===== config.mk =====
export PLATFORM = sky130hd
export DESIGN_NAME = fetch_pc_gen
export DESIGN_NICKNAME = d
export VERILOG_FILES = /design/src/rtl/fetch_pc_gen.sv
export SDC_FILE = /design/constraint.sdc
export NUM_CORES = 1
export LEC_CHECK = 0
export BUFFER_PORTS_ARGS = -buffer_cell sky130_fd_sc_hd__buf_2
export CAP_MARGIN = 20
export CORE_UTILIZATION = 50
export DETAILED_ROUTE_END_ITERATION = 10
export PLACE_DENSITY_LB_ADDON = 0.25
export SLEW_MARGIN = 20
export SYNTH_ARGS = -nofsm -noshare
export SYNTH_HDL_FRONTEND = slang
export SYNTH_SLANG_ARGS = --single-unit

===== constraint.sdc =====
create_clock -name clk -period 2.3 [get_ports clk]
set_input_delay 0.46 -clock clk [delete_from_list [all_inputs] [get_ports clk]]
set_output_delay 0.46 -clock clk [all_outputs]
set_load 0.03 [all_outputs]

===== src/rtl/fetch_pc_gen.sv =====
// Fetch-stage PC generator: one outstanding instruction-bus request, a one-entry output buffer,
// and branch/delay-slot/flush redirection of the fetch PC.
module fetch_pc_gen #(
  parameter logic [31:0] RESET_PC = 32'hBFC0_0000,
  parameter bit          EXC_HOLD = 1'b1
) (
  input  logic        clk,
  input  logic        reset,
  output logic        ireq_valid,
  output logic [31:0] ireq_addr,
  input  logic        ireq_addr_ok,
  input  logic        iresp_data_ok,
  input  logic [31:0] iresp_data,
  output logic        out_valid,
  output logic [31:0] out_pc,
  output logic [31:0] out_instr,
  input  logic        out_ready,
  input  logic        br_is_jmp,
  input  logic        res_valid,
  input  logic        res_taken,
  input  logic [31:0] res_target,
  input  logic        flush,
  input  logic [31:0] flush_pc,
  output logic        br_stall
);

  localparam logic [31:0] ALIGN = 32'hFFFF_FFFC;

  typedef enum logic [1:0] {F_REQ, F_WAIT, F_HOLD, F_STALL} fetch_state_t;
  typedef enum logic [1:0] {B_NORMAL, B_DSLOT, B_WAIT_RES} br_state_t;

  fetch_state_t fetch_q, fetch_n;
  br_state_t    br_q, br_n;
  logic [31:0]  pc_q, pc_n;
  logic         drop_q, drop_n;
  logic         out_valid_q, out_valid_n;
  logic [31:0]  out_pc_q, out_pc_n;
  logic [31:0]  out_instr_q, out_instr_n;
  logic         res_pend_q, res_pend_n;
  logic         res_taken_q, res_taken_n;
  logic [31:0]  res_target_q, res_target_n;

  // A resolution arriving in the same cycle it is needed is used directly.
  logic        res_apply;
  logic        eff_taken;
  logic [31:0] eff_target;

  assign res_apply  = (br_q == B_WAIT_RES) && (res_valid || res_pend_q);
  assign eff_taken  = res_valid ? res_taken : res_taken_q;
  assign eff_target = res_valid ? res_target : res_target_q;

  always_ff @(posedge clk) begin
    if (reset) begin
      fetch_q      <= F_REQ;
      br_q         <= B_NORMAL;
      pc_q         <= RESET_PC & ALIGN;
      drop_q       <= 1'b0;
      out_valid_q  <= 1'b0;
      out_pc_q     <= '0;
      out_instr_q  <= '0;
      res_pend_q   <= 1'b0;
      res_taken_q  <= 1'b0;
      res_target_q <= '0;
    end else begin
      fetch_q      <= fetch_n;
      br_q         <= br_n;
      pc_q         <= pc_n;
      drop_q       <= drop_n;
      out_valid_q  <= out_valid_n;
      out_pc_q     <= out_pc_n;
      out_instr_q  <= out_instr_n;
      res_pend_q   <= res_pend_n;
      res_taken_q  <= res_taken_n;
      res_target_q <= res_target_n;
    end
  end

  always_comb begin
    fetch_n      = fetch_q;
    br_n         = br_q;
    pc_n         = pc_q;
    drop_n       = drop_q;
    out_valid_n  = out_valid_q;
    out_pc_n     = out_pc_q;
    out_instr_n  = out_instr_q;
    res_pend_n   = res_pend_q;
    res_taken_n  = res_taken_q;
    res_target_n = res_target_q;

    if (res_valid) begin
      res_pend_n   = 1'b1;
      res_taken_n  = res_taken;
      res_target_n = res_target;
    end

    if (flush) begin
      pc_n         = flush_pc & ALIGN;
      out_valid_n  = 1'b0;
      br_n         = B_NORMAL;
      res_pend_n   = 1'b0;
      res_taken_n  = 1'b0;
      res_target_n = '0;
      // A request already on the bus must have its response swallowed.
      if (fetch_q == F_REQ && ireq_addr_ok) begin
        fetch_n = F_WAIT;
        drop_n  = EXC_HOLD;
      end else if (fetch_q == F_WAIT && !iresp_data_ok) begin
        fetch_n = F_WAIT;
        drop_n  = EXC_HOLD;
      end else begin
        fetch_n = F_REQ;
        drop_n  = 1'b0;
      end
    end else begin
      case (fetch_q)
        F_REQ: begin
          if (ireq_addr_ok) fetch_n = F_WAIT;
        end
        F_WAIT: begin
          if (iresp_data_ok) begin
            if (drop_q) begin
              drop_n  = 1'b0;
              fetch_n = F_REQ;
            end else begin
              out_valid_n = 1'b1;
              out_pc_n    = pc_q;
              out_instr_n = iresp_data;
              fetch_n     = F_HOLD;
            end
          end
        end
        F_HOLD: begin
          if (out_ready) begin
            out_valid_n = 1'b0;
            pc_n        = (out_pc_q + 32'd4) & ALIGN;
            fetch_n     = F_REQ;
            if (br_q == B_DSLOT) begin
              br_n    = B_WAIT_RES;
              fetch_n = F_STALL;
            end else if (br_is_jmp) begin
              br_n = B_DSLOT;
            end
          end
        end
        F_STALL: begin
          // pc already holds delay-slot pc + 4, the not-taken continuation.
          if (res_apply) begin
            if (eff_taken) pc_n = eff_target & ALIGN;
            br_n       = B_NORMAL;
            fetch_n    = F_REQ;
            res_pend_n = 1'b0;
          end
        end
        default: fetch_n = F_REQ;
      endcase
    end
  end

  assign ireq_valid = (fetch_q == F_REQ) && !reset;
  assign ireq_addr  = pc_q;
  assign out_valid  = out_valid_q;
  assign out_pc     = out_pc_q;
  assign out_instr  = out_instr_q;
  assign br_stall   = (br_q == B_WAIT_RES);

endmodule


Word level (Yosys, flattened, before mapping)
Cells that the tools add are included.
- bits in registers: 136
- logic and storage cells: 85
- input bits: 105
- equality and inequality tests: 16
- add/subtract/negate cells: 1
- reductions and logical operators: 21
- bitwise gates (word level): 2
- muxes and demuxes: 33
- operators with widths (operator ; number):
    2-to-1 mux 32 bit ; 5
    one-hot mux 32 bit (2 select lines) ; 1
    adder 32 x 3 -> 32 bit (second input constant) ; 1
    AND reduction 4 bit ; 6
    2-to-1 mux 2 bit ; 10
    inequality test 3 bit (second input constant) ; 6
    2-to-1 mux 1 bit ; 14
    inequality test 2 bit (second input constant) ; 5
    one-hot mux 2 bit (4 select lines) ; 1
    nonzero test 2 bit ; 4
    == test 2 bit (second input constant) ; 3
    == test 2 x 1 -> 1 bit (second input constant) ; 2
    logical AND 1 bit ; 4
    one-hot mux 2 bit (2 select lines) ; 1
    nonzero test 3 bit ; 1
    logical NOT 1 bit ; 2
    logical NOT 2 bit ; 1
    inverter 1 bit ; 2
    one-hot mux 1 bit (2 select lines) ; 1
    AND reduction 2 bit ; 1
    OR reduction 2 bit ; 1
    logical OR 1 bit ; 1

Longest topological paths before layout
- depth after elaboration: 5
- depth in mapped cells: 8
- depth with buffers taken out: 7

Worst setup path after synthesis
OpenSTA, ideal clock, no wires.
- path kind: input port to output port
- start: input port reset
- end: output port ireq_valid
- path slack: 308 ps
- data arrival time: 1532 ps
- required time: 1840 ps
- stages: 3
- path through: clkbuf_1 > buf_1 > nor3_1
- word-level cells in the longest chain between the ends: 2
- RTL lines (what ; RTL line ; text):
    start, declared ; 8 ; input logic reset,
    logical NOT 1 bit ; 159 ; assign ireq_valid = (fetch_q == F_REQ) && !reset;
    logical AND 1 bit ; 159 ;
    end, declared ; 9 ; output logic ireq_valid,
Every way passes these cells.

Worst setup path after layout
- start: register fetch_q[0]
- end: register pc_q[21] (netlist: ireq_addr[21])
- word-level cells in the longest chain between the ends: 3
- RTL lines (what ; RTL line ; text):
    start, declared ; 32 ; fetch_state_t fetch_q, fetch_n;
    start signal, assigned ; 65 ; fetch_q <= fetch_n;
    == test 2 bit ; 115 ; case (fetch_q)
    inequality test 3 bit (no line) (tied with other cells) ; n/a ;
    AND reduction 4 bit (no line) or 2-to-1 mux 32 bit (tied branches) ; n/a ;
    end signal, assigned ; 56 ; pc_q <= RESET_PC & ALIGN;
    end signal, assigned ; 67 ; pc_q <= pc_n;
    end, declared ; 34 ; logic [31:0] pc_q, pc_n;
Several ways; a longest one is shown, not always the timed one.
A chain may end at the register's enable or synchronous reset.

==> flow_metrics.py <==
metrics = {
    "critical_path": {
        "crit_path_end_kind": "register",
        "crit_chain": "o21ai_1 -> o31ai_2 -> nand2_1 -> nand2_2 -> o221ai_1 -> a21oi_1",
        "crit_path_start_kind": "register",
        "cp_slowest_cell": "dfxtp_1",
        "worstPathArrival_ns": 2.34,
        "cpPeakStageDelay_ns": 0.54,
        "reg2reg_slack_ns": 0.30,
        "critPathKind": "register to register",
        "worst-path-buf-inv": 0,
        "path_max_fanout": 19,
        "crit_family": "compound AO/OA/AOI/OAI gates",
        "required_ns": 2.65,
    },
    "yosys": {
        "yosysUniqueCellTypes": 54,
        "ys_seq_elements": 130,
        "ys_seq_area_share_pct": 44.8,
        "async_flop_share_pct": 0,
        "yosys-top-cells-count": "nand2_1 (160), dfxtp_1 (130), a21oi_1 (93)",
        "yosysTopAreaCell": "dfxtp_1",
        "syn_area_per_cell_um2": 8.06,
        "synth_area_mm2": 0.00581,
        "synth_most_common_cell": "nand2_1",
        "synth_area_leaders": "dfxtp_1 (45%), nand2_1 (10%), a21oi_1 (8.0%)",
        "synth_flop_cell": "dfxtp_1",
        "synth.top_cell.area_share_pct": 44.8,
        "ys_warn_count": 0,
        "synthCells": 721,
        "synth_edf_count": 0,
    },
    "finish": {
        "final_nets": 1005,
        "stdcell_area_mm2": 0.00744,
        "final_cells": 1056,
        "area_growth_pct": 27.9,
        "drive_gt1_share_pct": 28.0,
        "post-route-util_pct": 65.4,
    },
    "clock_network": {
        "cts_buffers": 17,
        "cts_sinks": 130,
        "post_cts_buffers": 0,
        "clk_pin_slew_ns": 0.06,
        "cts_tree": "yes",
        "clockBufferDepth": 2,
        "ctsResizeCount": 0,
        "hold_buffers": 0,
        "clock_latency_ns": 0.42,
        "cts_root_buf": "clkbuf_16",
        "cts-htree-levels": 4,
    },
    "route": {
        "wl_met2_um": 8490,
        "topRoutingLayerUsed": "met4",
        "drt_iter0_drc": 441,
        "drc": 0,
        "avgViaCountPerCell": 5.57,
        "ant_nets": 0,
        "wl_per_cell_um": 16.0,
        "vias": 5879,
        "wl_met1_um": 6620,
        "drt-total-wl_um": 16900,
        "drtPass1Iterations": 5,
        "dr_wl_met3_um": 1240,
    },
    "outcome": {
        "outcome": "finished, final reports clean",
    },
    "grt": {
        "grt_max_degree": 89,
        "grt_pass1_vias": 5299,
        "grtUsageTotal_pct": 28.2,
        "antenna_found_initial": 0,
        "grt_pass1_wl_um": 25600,
        "grt-ovfl-total": 0,
    },
    "pwr": {
        "p_per_area_mw_per_mm2": 762,
        "irDropWorstVdd_v": 0.000520,
        "cellLeakagePower_nw": 3.27,
    },
    "floorplanning": {
        "die_area_mm2": 0.0121,
        "rows": 39,
        "die_w_um": 110,
        "start_util_pct": 51.1,
        "core_mm2": 0.0114,
        "die_y_um": 110,
        "ios": 204,
    },
    "hold_path": {
        "hp-class": "input pin to register",
    },
    "timing": {
        "rsz0062_at_grt": "false",
        "final_hold_viol_count": 0,
        "fin_ws_ns": 0.305,
        "slew_violations": 0,
        "max_freq_mhz": 501,
        "min_period_ns": 2.00,
        "finalSetupViolCount": 0,
        "fin_skew_ns": 0.00539,
        "min_period_over_period_pct": 86.7,
        "tns_ns": 0,
    },
    "placed_design": {
        "place_ws_ns": 0.300,
        "place_inst": 1023,
        "portBuffers": 195,
        "place_hpwl_um": 12200,
        "placed_area_mm2": 0.00687,
        "place.gp.congestion": 0.912,
    },
    "job": {
        "drv_cap": 0,
    },
}
## where the power goes
group	switching [mW]	total (mW)	internal [mW]
combinational	0.436	0.673	0.237
sequential	0.0797	2.42	2.34
clock	0.958	2.57	1.61
total	1.47	5.67	4.19
## path summary, 6_finish.rpt
kind | start | endpoint | depth (start not counted)
max | fetch_q[0] | ireq_addr[21] | 6
min | iresp_data[30] | out_instr[30] | 3
max reg2reg | fetch_q[0] | ireq_addr[21] | 6
min reg2reg | out_instr[26] | out_instr[26] | 2
## worst register-to-register path: cells and delay by family, from the launching register on
| kind | cells | cell delay (ns) |
|---|---|---|
| and+or+nand+nor | 2 | 0.52 |
| DFF | 1 | 0.54 |
| AOI/OAI and AO/OA | 4 | 0.87 |
## cells by family after synthesis
family	Yosys count	share of synthesized area, %
buffers and inverters	66	5.34
XOR/XNOR	25	3.77
other	1	0.0645
adder cells (fa/ha/maj)	1	0.215
AND/OR/NAND/NOR	306	23.5
flip-flops	130	44.8
multiplexers	31	5.36
AO/OA/AOI/OAI	161	17.0
## metal layers
metal  track usage (%)  vias to the layer above
met1              31.8                     2745
met4              14.6                        0
li1                  -                     2832
met5                 0                        -
met2              48.8                      254
met3              7.17                       48
## metrics by stage
stage,total power [mW],hold WS [ns]
after floorplan,2.89,0.450
after global placement,3.12,0.439
after detailed placement,3.14,0.443
after CTS,5.70,0.261
after global routing,5.87,0.274
final,5.67,0.278
## registers in the layout, indices dropped and copies added, names as in the netlist
name,flops
ireq_addr,30
res_pend_q,1
res_taken_q,1
res_target_q,30
drop_q,1
fetch_q,2
br_q,2
out_pc,30
out_valid,1
out_instr,32
## cell type report
cell class | instances | area [µm²]
clock buffer | 21 | 450
timing repair buffer | 211 | 1130
clock inverter | 11 | 113
sequential | 130 | 2600
inverter | 11 | 41.3
tap | 143 | 179
multi-input combinational | 528 | 2910
fill | 1008 | 3930
antenna | 1 | 2.50
## cells in the final DEF, fill, tap and decap left out, types with 4 or more instances in the layout
cell type / synthesis / final
buf_4: 8 / 13
and4_1: 4 / 4
o21ai_0: 13 / 13
o211ai_1: 7 / 7
nor3_1: 15 / 15
xor2_1: 4 / 4
buf_2: 14 / 195
dfxtp_1: 130 / 130
and2_1: 5 / 5
and3_1: 8 / 8
nand2_1: 160 / 159
mux2i_1: 30 / 30
nand4_1: 10 / 10
clkbuf_16: 0 / 17
xnor2_1: 21 / 21
a21oi_1: 93 / 93
a221oi_1: 11 / 11
nor2_1: 75 / 75
nand3_1: 14 / 14
inv_1: 9 / 9
a211oi_1: 15 / 15
a311oi_1: 4 / 4
conb_1: 1 / 4
clkinv_2: 0 / 7
(Power assumes the default switching activity.)
